## src/rtl/ball_engine.sv

```systemverilog
// Ball motion engine: tracks the ball over the paddle in IDLE, moves it once per frame
// in MOVE with wall/paddle/brick reflections, and holds it in MISS for a fixed number of frames.
//
// state  | meaning
// -------+----------------------------------------------------------
// S_IDLE | ball parked on the paddle, follows paddle_x, waits for launch
// S_MOVE | ball moves by step on every frame_tick
// S_MISS | ball frozen at the bottom, down-counts MISS_FRAMES frame ticks
module ball_engine #(
    parameter int H_RES       = 640,
    parameter int V_RES       = 480,
    parameter int POS_W       = 10,
    parameter int BALL_SIZE   = 8,
    parameter int PADDLE_W    = 64,
    parameter int PADDLE_Y    = 440,
    parameter int SPEED_W     = 3,
    parameter int MISS_FRAMES = 60
) (
    input  logic               clk,
    input  logic               rst,
    input  logic               frame_tick,
    input  logic               launch,
    input  logic [POS_W-1:0]   paddle_x,
    input  logic [SPEED_W-1:0] speed,
    input  logic               brick_hit_x,
    input  logic               brick_hit_y,
    output logic [POS_W-1:0]   ball_x,
    output logic [POS_W-1:0]   ball_y,
    output logic               dir_x,
    output logic               dir_y,
    output logic [1:0]         state,
    output logic               bounce,
    output logic               miss
);

    localparam int XW    = POS_W + 1;
    localparam int CNT_W = $clog2(MISS_FRAMES + 1);

    localparam logic [XW-1:0]    X_MAX     = XW'(H_RES - BALL_SIZE);
    localparam logic [XW-1:0]    Y_PAD     = XW'(PADDLE_Y - BALL_SIZE);
    localparam logic [XW-1:0]    Y_MAX     = XW'(V_RES - BALL_SIZE);
    localparam logic [XW-1:0]    HALF_PAD  = XW'(PADDLE_W / 2);
    localparam logic [XW-1:0]    HALF_BALL = XW'(BALL_SIZE / 2);
    localparam logic [XW-1:0]    BS        = XW'(BALL_SIZE);
    localparam logic [XW-1:0]    PW        = XW'(PADDLE_W);
    localparam logic [POS_W-1:0] X_MAX_P   = POS_W'(H_RES - BALL_SIZE);
    localparam logic [POS_W-1:0] Y_PAD_P   = POS_W'(PADDLE_Y - BALL_SIZE);
    localparam logic [POS_W-1:0] Y_MAX_P   = POS_W'(V_RES - BALL_SIZE);
    localparam logic [POS_W-1:0] X_RST_P   = POS_W'((H_RES - BALL_SIZE) / 2);
    localparam logic [CNT_W-1:0] CNT_LOAD  = CNT_W'(MISS_FRAMES - 1);

    typedef enum logic [1:0] {
        S_IDLE = 2'd0,
        S_MOVE = 2'd1,
        S_MISS = 2'd2
    } state_t;

    state_t             st_q, st_d;
    logic [POS_W-1:0]   x_q, x_d, y_q, y_d;
    logic               dx_q, dx_d, dy_q, dy_d;
    logic               flag_x_q, flag_x_d, flag_y_q, flag_y_d;
    logic               bounce_d, miss_d;
    logic [CNT_W-1:0]   cnt_q, cnt_d;

    logic [XW-1:0] step, x_ext, y_ext, pad_ext, pad_end;
    logic [XW-1:0] idle_sum, idle_x, x_plus, y_plus;
    logic          eff_dx, eff_dy, paddle_hit;

    always_ff @(posedge clk or negedge rst) begin
        if (!rst) begin
            st_q     <= S_IDLE;
            x_q      <= X_RST_P;
            y_q      <= Y_PAD_P;
            dx_q     <= 1'b1;
            dy_q     <= 1'b0;
            flag_x_q <= 1'b0;
            flag_y_q <= 1'b0;
            bounce   <= 1'b0;
            miss     <= 1'b0;
            cnt_q    <= '0;
        end else begin
            st_q     <= st_d;
            x_q      <= x_d;
            y_q      <= y_d;
            dx_q     <= dx_d;
            dy_q     <= dy_d;
            flag_x_q <= flag_x_d;
            flag_y_q <= flag_y_d;
            bounce   <= bounce_d;
            miss     <= miss_d;
            cnt_q    <= cnt_d;
        end
    end

    always_comb begin
        st_d     = st_q;
        x_d      = x_q;
        y_d      = y_q;
        dx_d     = dx_q;
        dy_d     = dy_q;
        flag_x_d = flag_x_q | brick_hit_x;
        flag_y_d = flag_y_q | brick_hit_y;
        bounce_d = 1'b0;
        miss_d   = 1'b0;
        cnt_d    = cnt_q;

        step     = (speed == '0) ? XW'(1) : {{(XW-SPEED_W){1'b0}}, speed};
        x_ext    = {1'b0, x_q};
        y_ext    = {1'b0, y_q};
        pad_ext  = {1'b0, paddle_x};
        pad_end  = pad_ext + PW;
        x_plus   = x_ext + step;
        y_plus   = y_ext + step;
        eff_dx   = dx_q;
        eff_dy   = dy_q;

        // Centre the ball over the paddle, clamped to the visible field.
        idle_sum = pad_ext + HALF_PAD;
        idle_x   = (idle_sum < HALF_BALL) ? '0 : idle_sum - HALF_BALL;
        if (idle_x > X_MAX) idle_x = X_MAX;

        paddle_hit = (y_ext <= Y_PAD) && (y_plus >= Y_PAD) &&
                     (x_ext + BS > pad_ext) && (x_ext < pad_end);

        case (st_q)
            S_IDLE: begin
                x_d  = idle_x[POS_W-1:0];
                y_d  = Y_PAD_P;
                dx_d = 1'b1;
                dy_d = 1'b0;
                if (launch) st_d = S_MOVE;
            end
            S_MOVE: begin
                if (frame_tick) begin
                    // Pending brick hits flip direction before this frame's motion.
                    eff_dx   = dx_q ^ flag_x_d;
                    eff_dy   = dy_q ^ flag_y_d;
                    flag_x_d = 1'b0;
                    flag_y_d = 1'b0;
                    dx_d     = eff_dx;
                    dy_d     = eff_dy;

                    if (eff_dx) begin
                        if (x_plus >= X_MAX) begin
                            x_d      = X_MAX_P;
                            dx_d     = 1'b0;
                            bounce_d = 1'b1;
                        end else begin
                            x_d = x_plus[POS_W-1:0];
                        end
                    end else begin
                        if (x_ext <= step) begin
                            x_d      = '0;
                            dx_d     = 1'b1;
                            bounce_d = 1'b1;
                        end else begin
                            x_d = x_q - step[POS_W-1:0];
                        end
                    end

                    if (!eff_dy) begin
                        if (y_ext <= step) begin
                            y_d      = '0;
                            dy_d     = 1'b1;
                            bounce_d = 1'b1;
                        end else begin
                            y_d = y_q - step[POS_W-1:0];
                        end
                    end else if (paddle_hit) begin
                        y_d      = Y_PAD_P;
                        dy_d     = 1'b0;
                        bounce_d = 1'b1;
                    end else if (y_plus >= Y_MAX) begin
                        y_d    = Y_MAX_P;
                        miss_d = 1'b1;
                        st_d   = S_MISS;
                        cnt_d  = CNT_LOAD;
                    end else begin
                        y_d = y_plus[POS_W-1:0];
                    end
                end
            end
            S_MISS: begin
                if (frame_tick) begin
                    if (cnt_q == '0) st_d = S_IDLE;
                    else             cnt_d = cnt_q - 1'b1;
                end
            end
            default: st_d = S_IDLE;
        endcase
    end

    assign ball_x = x_q;
    assign ball_y = y_q;
    assign dir_x  = dx_q;
    assign dir_y  = dy_q;
    assign state  = st_q;

endmodule

```

## config.mk

```make
export PLATFORM = sky130hd
export DESIGN_NAME = ball_engine
export DESIGN_NICKNAME = d
export VERILOG_FILES = /design/src/rtl/ball_engine.sv
export SDC_FILE = /design/constraint.sdc
export NUM_CORES = 1
export LEC_CHECK = 0
export CAP_MARGIN = 10
export CORE_ASPECT_RATIO = 0.5
export CORE_MARGIN = 2
export CORE_UTILIZATION = 27
export CTS_BUF_LIST = sky130_fd_sc_hd__clkbuf_4 sky130_fd_sc_hd__clkbuf_8 sky130_fd_sc_hd__clkbuf_16
export CTS_CLUSTER_DIAMETER = 120
export CTS_CLUSTER_SIZE = 40
export DETAILED_ROUTE_END_ITERATION = 6
export PLACE_DENSITY = 0.44
export SLEW_MARGIN = 10
export SYNTH_ARGS = -nofsm -noshare
export SYNTH_HDL_FRONTEND = slang
export SYNTH_SLANG_ARGS = --single-unit
```

## constraint.sdc

```tcl
create_clock -name clk -period 4 [get_ports clk]
set_clock_uncertainty 0.1 [all_clocks]
set_input_delay 0.8 -clock clk [delete_from_list [all_inputs] [get_ports clk]]
set_output_delay 0.8 -clock clk [all_outputs]
set_load 0.01 [all_outputs]
```

# ---- Word level (Yosys, flattened, before mapping)
# Index checks and enable logic that the tools add are counted.
dict set report totals {
  ff_bits 34
  wordCells 109
  input_bits 19
  out_inout_bits 26
}
dict set report op_classes {
  add_sub_neg 9
  bitwise_logic 4
  n_reduce_logical 11
  muxes 55
  eq_ne 10
  order_cmp 10
}
# operator n
set op_table {}
lappend op_table {{two-way mux 10 bit} 10}
lappend op_table {{case mux 10 bit (2 select lines)} 2}
lappend op_table {{two-way mux 6 bit} 6}
lappend op_table {{two-way mux 1 bit} 24}
lappend op_table {{adder 10 x 3 -> 11 bit} 2}
lappend op_table {{>= comparator 11 x 9 -> 1 bit (second input constant)} 2}
lappend op_table {{<= comparator 10 x 3 -> 1 bit} 2}
lappend op_table {{subtractor 10 x 3 -> 10 bit} 2}
lappend op_table {{!= test 2 bit (second input constant)} 8}
lappend op_table {{two-way mux 2 bit} 7}
lappend op_table {{AND reduction 7 bit} 2}
lappend op_table {{case mux 6 bit (2 select lines)} 1}
lappend op_table {{adder 10 x 4 -> 11 bit (second input constant)} 1}
lappend op_table {{adder 10 x 6 -> 11 bit (second input constant)} 1}
lappend op_table {{adder 10 x 7 -> 11 bit (second input constant)} 1}
lappend op_table {{>= comparator 11 x 10 -> 1 bit (second input constant)} 1}
lappend op_table {{greater-than comparator 11 x 10 -> 1 bit} 1}
lappend op_table {{greater-than comparator 11 x 10 -> 1 bit (second input constant)} 1}
lappend op_table {{< comparator 10 x 11 -> 1 bit} 1}
lappend op_table {{< comparator 11 x 3 -> 1 bit (second input constant)} 1}
lappend op_table {{two-way mux 11 bit} 1}
lappend op_table {{subtractor 11 x 3 -> 11 bit (second input constant)} 1}
lappend op_table {{<= comparator 10 x 9 -> 1 bit (second input constant)} 1}
lappend op_table {{logical NOT 6 bit} 1}
lappend op_table {{other kinds (13)} 19}

# ---- Longest topological paths before layout
# Gate-level depths: netlist (run 1).
dict set report logic_depth {
  word_depth 11
  depth_mapped 12
}

# ---- Worst setup path before layout (run 1)
# Ideal clock, no wire load.
dict set report synth_timing {
  path_type {input to register}
  start {input port speed[1]}
  end {register dy_q (netlist: dir_y)}
  cell_stages 10
  t_required_ns 3.779
  n_path_buf 0
  arrival_ns 3.187
  setup_slack_ns 0.592
  setup_time_ns 0.121
  cell_sequence {o21bai_1 ha_1 inv_1 fa_1 o21ba_2 o21ai_0 o31ai_1 a211o_1 or2_2 a22o_1}
}
dict set report synth_between {
  elab_chain_len 11
  elab_cells_between_ends 13
  classes_between {add/sub: 1; order compare: 2; mux: 6; reduce/logical: 4}
}
# item line_no
set synth_rtl {}
lappend synth_rtl {{from (decl)} 24} ;# input logic [SPEED_W-1:0] speed,
lappend synth_rtl {{logical NOT 3 bit} 107} ;# step = (speed == '0) ? XW'(1) : {{(XW-SPEED_W){1'b0}}, speed};
lappend synth_rtl {{two-way mux 3 bit *} 107}
lappend synth_rtl {{adder 10 x 3 -> 11 bit} 113} ;# y_plus = y_ext + step;
lappend synth_rtl {{>= comparator 11 x 9 -> 1 bit} 122} ;# paddle_hit = (y_ext <= Y_PAD) && (y_plus >= Y_PAD) &&
lappend synth_rtl {{logical AND 1 bit (2 in series)} 122}
lappend synth_rtl {{logical AND 1 bit} 123} ;# (x_ext + BS > pad_ext) && (x_ext < pad_end);
lappend synth_rtl {{two-way mux 1 bit} 169} ;# end else if (paddle_hit) begin
lappend synth_rtl {{two-way mux 1 bit *} 161} ;# if (!eff_dy) begin
lappend synth_rtl {{two-way mux 1 bit *} 134} ;# if (frame_tick) begin
lappend synth_rtl {{case mux 1 bit (2 select lines) *} 125} ;# case (st_q)
lappend synth_rtl {{to (signal assigned)} 86} ;# dy_q <= dy_d;
lappend synth_rtl {{to (decl)} 60} ;# logic dx_q, dx_d, dy_q, dy_d;
# Every way passes the cells marked *; elsewhere a longest branch is shown, timed or not. The select of a mux whose other input is x is not followed.
# A chain may end at the register's enable or synchronous reset.

# ---- Worst setup path after layout (run 1)
dict set report layout_timing {
  start {input port speed[1]}
  end {register cnt_q[1]}
}
dict set report layout_between {
  elab_chain_len 9
  elab_cells_between_ends 11
  classes_between {add/sub: 1; order compare: 2; eq/ne: 2; mux: 1; reduce/logical: 5}
}
# item line_no
set layout_rtl {}
lappend layout_rtl {{logical NOT 3 bit} 107}
lappend layout_rtl {{two-way mux 3 bit *} 107}
lappend layout_rtl {{adder 10 x 3 -> 11 bit *} 113}
lappend layout_rtl {{>= comparator 11 x 9 -> 1 bit} 122}
lappend layout_rtl {{logical AND 1 bit (2 in series)} 122}
lappend layout_rtl {{logical AND 1 bit} 123}
lappend layout_rtl {{!= test 2 bit (no line)} n/a}
lappend layout_rtl {{AND reduction 7 bit (no line) *} n/a}
lappend layout_rtl {{to (signal assigned)} 91} ;# cnt_q <= cnt_d;
lappend layout_rtl {{to (decl)} 63} ;# logic [CNT_W-1:0] cnt_q, cnt_d;
# Every way passes the cells marked *; elsewhere a longest branch is shown, timed or not.

==> results of run 1 <==
==> cells by family after synthesis <==
family / Yosys count
xor+xnor: 28
buf+inv: 61
mux: 5
flops: 34
compound gates: 165
simple gates: 183
fa+ha+maj: 42
==> flip-flops by register name, summed over array words and instances (netlist names) <==
signal and flops:
ball_x 10, ball_y 10, cnt_q 6, state 2, bounce 1, dir_x 1
dir_y 1, flag_x_q 1, flag_y_q 1, miss 1
==> Yosys cell counts (9+ instances only) <==
master	instances
ha_1	38
a21oi_1	32
a31oi_1	12
inv_1	34
nor2b_1	9
o211ai_1	11
dfrtp_1	24
or3_1	12
nand2_1	33
nor3_1	15
a211oi_1	11
nand3_1	22
o21ai_0	18
dfstp_2	10
xnor2_1	21
clkbuf_1	20
nor2_1	39
==> layer usage <==
layer / track usage / vias to the layer above / routed length (µm)
met1: 0.270 / 2082 / 7560
met4: 0.0266 / 0 / 77
li1: - / 2105 / -
met3: 0.0243 / 6 / 527
met2: 0.259 / 88 / 5840
met5: 0 / - / 0
==> how the worst min path moves through the flow <==
| stage | from | end | slack (ps) | depth (start not counted) |
|---|---|---|---|---|
| 2_1_floorplan | flag_x_q | flag_x_q | 370 | 2 |
| 3_3_place_gp | flag_x_q | flag_x_q | 400 | 2 |
| 3_5_place_dp | flag_x_q | flag_x_q | 410 | 2 |
| 4_1_cts | flag_x_q | flag_x_q | 430 | 2 |
| 5_1_grt | dir_x | dir_x | 450 | 1 |
| 6_report | flag_x_q | flag_x_q | 410 | 2 |
==> worst max-delay path, cell delays in order <==
cell and delay [ps]:
clkdlybuf4s50_1 530, buf_4 140, inv_1 80, buf_4 150
fa_1 430, buf_4 160, o21ba_2 240, nor2_1 160
xnor2_1 180, o21ba_2 210, a21o_1 230, a21oi_2 320
a21oi_1 120
==> power breakdown <==
| group | internal [mW] | switching (mW) |
|---|---|---|
| clock network | 0.359 | 0.178 |
| registers | 0.515 | 0.263 |
| logic | 1.23 | 1.42 |
==> repair_timing <==
| action | in CTS | in global routing |
|---|---|---|
| resized for setup | 0 | 3 |
| hold buffers | 0 | 0 |
| setup endpoints to repair | 0 | 8 |
==> cell type report <==
| class | count | share of cell area |
|---|---|---|
| flip-flops and latches | 34 | 0.163 |
| clock inverters | 3 | 0.0130 |
| inverters | 34 | 0.0241 |
| well taps | 198 | 0.0468 |
| clock buffers | 5 | 0.0237 |
| multi-input cells | 423 | 0.566 |
| repair buffers | 101 | 0.163 |
==> stage by stage <==
stage                     power (mW)  TNS, ps  area, µm²
after floorplan                 2.35        0       4090
after global placement          3.44     -116       5080
after detailed placement        3.40     -467       5080
after CTS                       3.96        0       5280
after global routing            4.30        0       5290
final                           3.96        0       5290
==> results_dict.tcl, run 1 <==
set metrics [dict create \
    rrSetupSlack_ps 430 \
    seq_area_frac_synth 0.211 \
    period_share 0.922 \
    final-max-slew-violation-count 0 \
    yosys_warnings 0 \
    gp_congestion 0.835 \
    wl_per_cell_um 17.5 \
    num-nets-final 660 \
    p_leak_nw 2.16 \
    hold_ws_ps 414 \
    avgSynthCellArea_um2 7.90 \
    place_hpwl_um 10900 \
    die_area_mm2 0.0162 \
    synth_top_area_frac 0.147 \
    synth_top_family_by_area "compound AO/OA/AOI/OAI gates" \
    htreeDepth 2 \
    cts_buffer_depth 2 \
    final_common_cell "buf_4" \
    muxShareOfSynthArea 0.0128 \
    rsz0062_at_grt "no" \
    core_area_mm2 0.0146 \
    die_y_um 91.0 \
    clkTransAtPathRegs_ps 60 \
    grt_pass1_wl_um 22400 \
    cp_data_arrival_time_ps 3750 \
    drtAntennaViolNets 0 \
    cts_inserted_buffers 5 \
    cts_root_buf "clkbuf_16" \
    worst_pin_slew_ps 1050 \
    grt_pass1_vias 4175 \
    ir_drop_uv 263 \
    reg2regPathDepth 11 \
    synthesis.nets 579 \
    worst-setup-path-type "in2reg" \
    stdcell_count 798 \
    yosysTopAreaCell "dfrtp_1" \
    synthFlopType "dfrtp_1" \
    syn_area_mm2 0.00409 \
    grt_overflow 0 \
    synthArstFlopShare 1.00 \
    synth_xor_area_frac 0.0600 \
    yosys-top-cells-area "dfrtp_1, ha_1, dfstp_2, xnor2_1, a21oi_1" \
    min_period_ps 3690 \
    cts_setup_buffers 0 \
    cts_tree "done" \
    ff_latch_area_um2 863 \
    r2r-start "ball_x[3]" \
    synth-compound-area-share 0.288 \
    diodes 0 \
    cts_sinks 34 \
    drc_errors 0 \
    die_x_um 178 \
    post_drt_via_cell_ratio 5.36 \
    cap_violations 0 \
    grt_max_degree 35 \
    yosys.area_share.simple 0.232 \
    track_usage 0.175 \
    utilization 0.362 \
    insertion_delay_ps 290 \
    critPathRequiredTime_ps 4060 \
    endpoint "cnt_q[1]" \
    first_iter_violations 317 \
    ioPinCount 45 \
    cp-start-kind "primary input" \
    crit_start "speed[1]" \
    status "finished, final reports clean" \
    dp_slack_ps -91.1 \
    ys_seq_elements 34 \
    p_per_area_mw_per_mm2 749 \
    synthCells 518 \
    final_cell_mix "buf_4, clkdlybuf4s50_1, nor2_1, ha_1, inv_1" \
    synth_cell_types 69 \
    synth_fa_ha_area_frac 0.136 \
    num_vias 4281 \
    dpl.cell_count 790 \
    cp-end-kind "register" \
    wirelength_um 14000 \
    min_path_type "reg2reg" \
    rows 31 \
    first_pass_iters 5 \
    setup_slack_ps 313 \
    layout-area-overhead-vs-synth_pct 29.3 \
    port_buffers 44 \
    cp_max_fo 6 \
    nFillCells 1533 \
    rr_endpoint "dir_y" \
    drive_gt1_frac 0.152 \
    multi_input_area_mm2 0.00299 \
    synth_edf_count 0 \
    relSlewSlack 0.294 \
    initial_utilization 0.280 \
    clock.fmax_ghz 0.271 \
    hold_violations 0 \
    antenna_found_initial 0 \
    finalSetupViolCount 0 \
]
Power figures use the tool's default switching activity.
==> run 2: changes to the inputs <==
CORE_UTILIZATION = 50   (was 27)
PLACE_DENSITY = 0.72   (was 0.44)
clock period = 4.6 ns   (was 4 ns; I/O delays follow)
==> results_dict.tcl, run 2 (same netlist as run 1, synthesis figures left out) <==
set metrics [dict create \
    final-max-slew-violation-count 0 \
    htreeDepth 2 \
    cts_tree "done" \
    crit_path_max_incr_delay_ps 470 \
    stdcell_count 665 \
    worst_path_max_delay_cell "clkdlybuf4s50_1" \
    layout-area-overhead-vs-synth_pct 17.1 \
    cp_data_arrival_time_ps 4240 \
    worst_pin_slew_ps 889 \
    antenna_found_initial 0 \
    routed-wl-met2_um 5190 \
    final_cell_mix "clkdlybuf4s50_1, nor2_1, ha_1, inv_1, nand2_1" \
    cts_setup_buffers 0 \
    relSlewSlack 0.403 \
    rows 23 \
    p_per_area_mw_per_mm2 648 \
    num_vias 4198 \
    drive_gt1_frac 0.0759 \
    p_leak_nw 1.92 \
    gp_congestion 0.979 \
    die_y_um 68.0 \
    cp-end-kind "register" \
    rrSetupSlack_ps 740 \
    grt_overflow 0 \
    cts_buffer_depth 2 \
    initial_utilization 0.513 \
    met3_length_um 831 \
    hold_violations 0 \
    cts-resized-gates 0 \
    die_x_um 132 \
    cp_max_fo 6 \
    clkTransAtPathRegs_ps 60 \
    final_common_cell "clkdlybuf4s50_1" \
    dpl.cell_count 657 \
    ir_drop_uv 304 \
    utilization 0.601 \
    status "finished, final reports clean" \
    post_drt_via_cell_ratio 6.31 \
    top_layer "met4" \
    grt_pass1_vias 3917 \
    clock.fmax_ghz 0.240 \
    wl_met1_um 5830 \
    period_share 0.906 \
    wl_per_cell_um 18.1 \
    hold_depth 2 \
    tns_ps 0 \
    nFillCells 754 \
    cts_inserted_buffers 5 \
    min_path_type "reg2reg" \
    rsz0062_at_grt "no" \
    drc_errors 0 \
    diodes 0 \
    first_pass_iters 5 \
    num-nets-final 613 \
    grt_pass1_wl_um 19800 \
    finalSetupViolCount 0 \
    track_usage 0.276 \
    cts_sinks 34 \
    port_buffers 44 \
    first_iter_violations 288 \
    insertion_delay_ps 280 \
    critPathRequiredTime_ps 4670 \
    min_period_ps 4170 \
    reg2regPathDepth 11 \
    drtAntennaViolNets 0 \
    grt_max_degree 35 \
    hold_buffers 0 \
    place_hpwl_um 8990 \
    cts_root_buf "clkbuf_16" \
    cp-start-kind "primary input" \
    die_area_mm2 0.00896 \
    cap_violations 0 \
    core_area_mm2 0.00797 \
    wirelength_um 12000 \
    cp_cell_sequence "clkdlybuf4s50_1 > o21bai_1 > ha_1 > inv_1 > fa_1 > nor2_1 > nor4b_1 > mux2i_1 > and4_1 > a21o_1 > a21oi_2 > a21bo_2" \
    worst-setup-path-type "in2reg" \
    ioPinCount 45 \
]
[run 2: critical path: cells and delay by family]
family,cells,cell delay (ps)
AO/OA/AOI/OAI,4,990
AND/OR/NAND/NOR,3,770
adder cells (fa/ha/maj),2,710
buffers and inverters,2,530
multiplexers,1,310
[run 2: final timing paths]
check | from | endpoint
max | speed[2] | cnt_q[2]
min in group asynchronous | rst | ball_y[6]
max in group asynchronous | rst | ball_x[9]
max reg2reg | ball_x[3] | dir_y
min reg2reg | flag_y_q | flag_y_q
min | flag_y_q | flag_y_q
[run 2: metrics by stage]
| step | setup slack, ps | hold slack [ps] | area [µm²] | power [mW] |
|---|---|---|---|---|
| after floorplan | 1070 | 369 | 4090 | 2.04 |
| after global placement | 291 | 391 | 4620 | 2.65 |
| after detailed placement | 175 | 407 | 4620 | 2.67 |
| after CTS | 451 | 420 | 4790 | 3.07 |
| after global routing | 181 | 451 | 4790 | 3.36 |
| final | 433 | 417 | 4790 | 3.10 |
[run 2: final cells by class]
class,count,area [µm²],share of cell area
Multi-Input combinational cell,423,2980,0.623
Sequential cell,34,863,0.180
Timing Repair Buffer,54,510,0.107
Tap cell,112,140,0.0293
Inverter,34,128,0.0266
Clock buffer,5,125,0.0261
Clock inverter,3,40.0,0.00836
[run 2: power breakdown]
| group | internal [mW] | switching [mW] |
|---|---|---|
| sequential | 0.448 | 0.271 |
| combinational | 0.890 | 1.10 |
| clock | 0.254 | 0.135 |
| total | 1.59 | 1.51 |
[run 2: metal layers]
metal / up-vias / global-route usage
met5: - / 0
met1: 2004 / 0.385
met3: 16 / 0.0496
met2: 168 / 0.450
met4: 0 / 0.0693
li1: 2010 / -
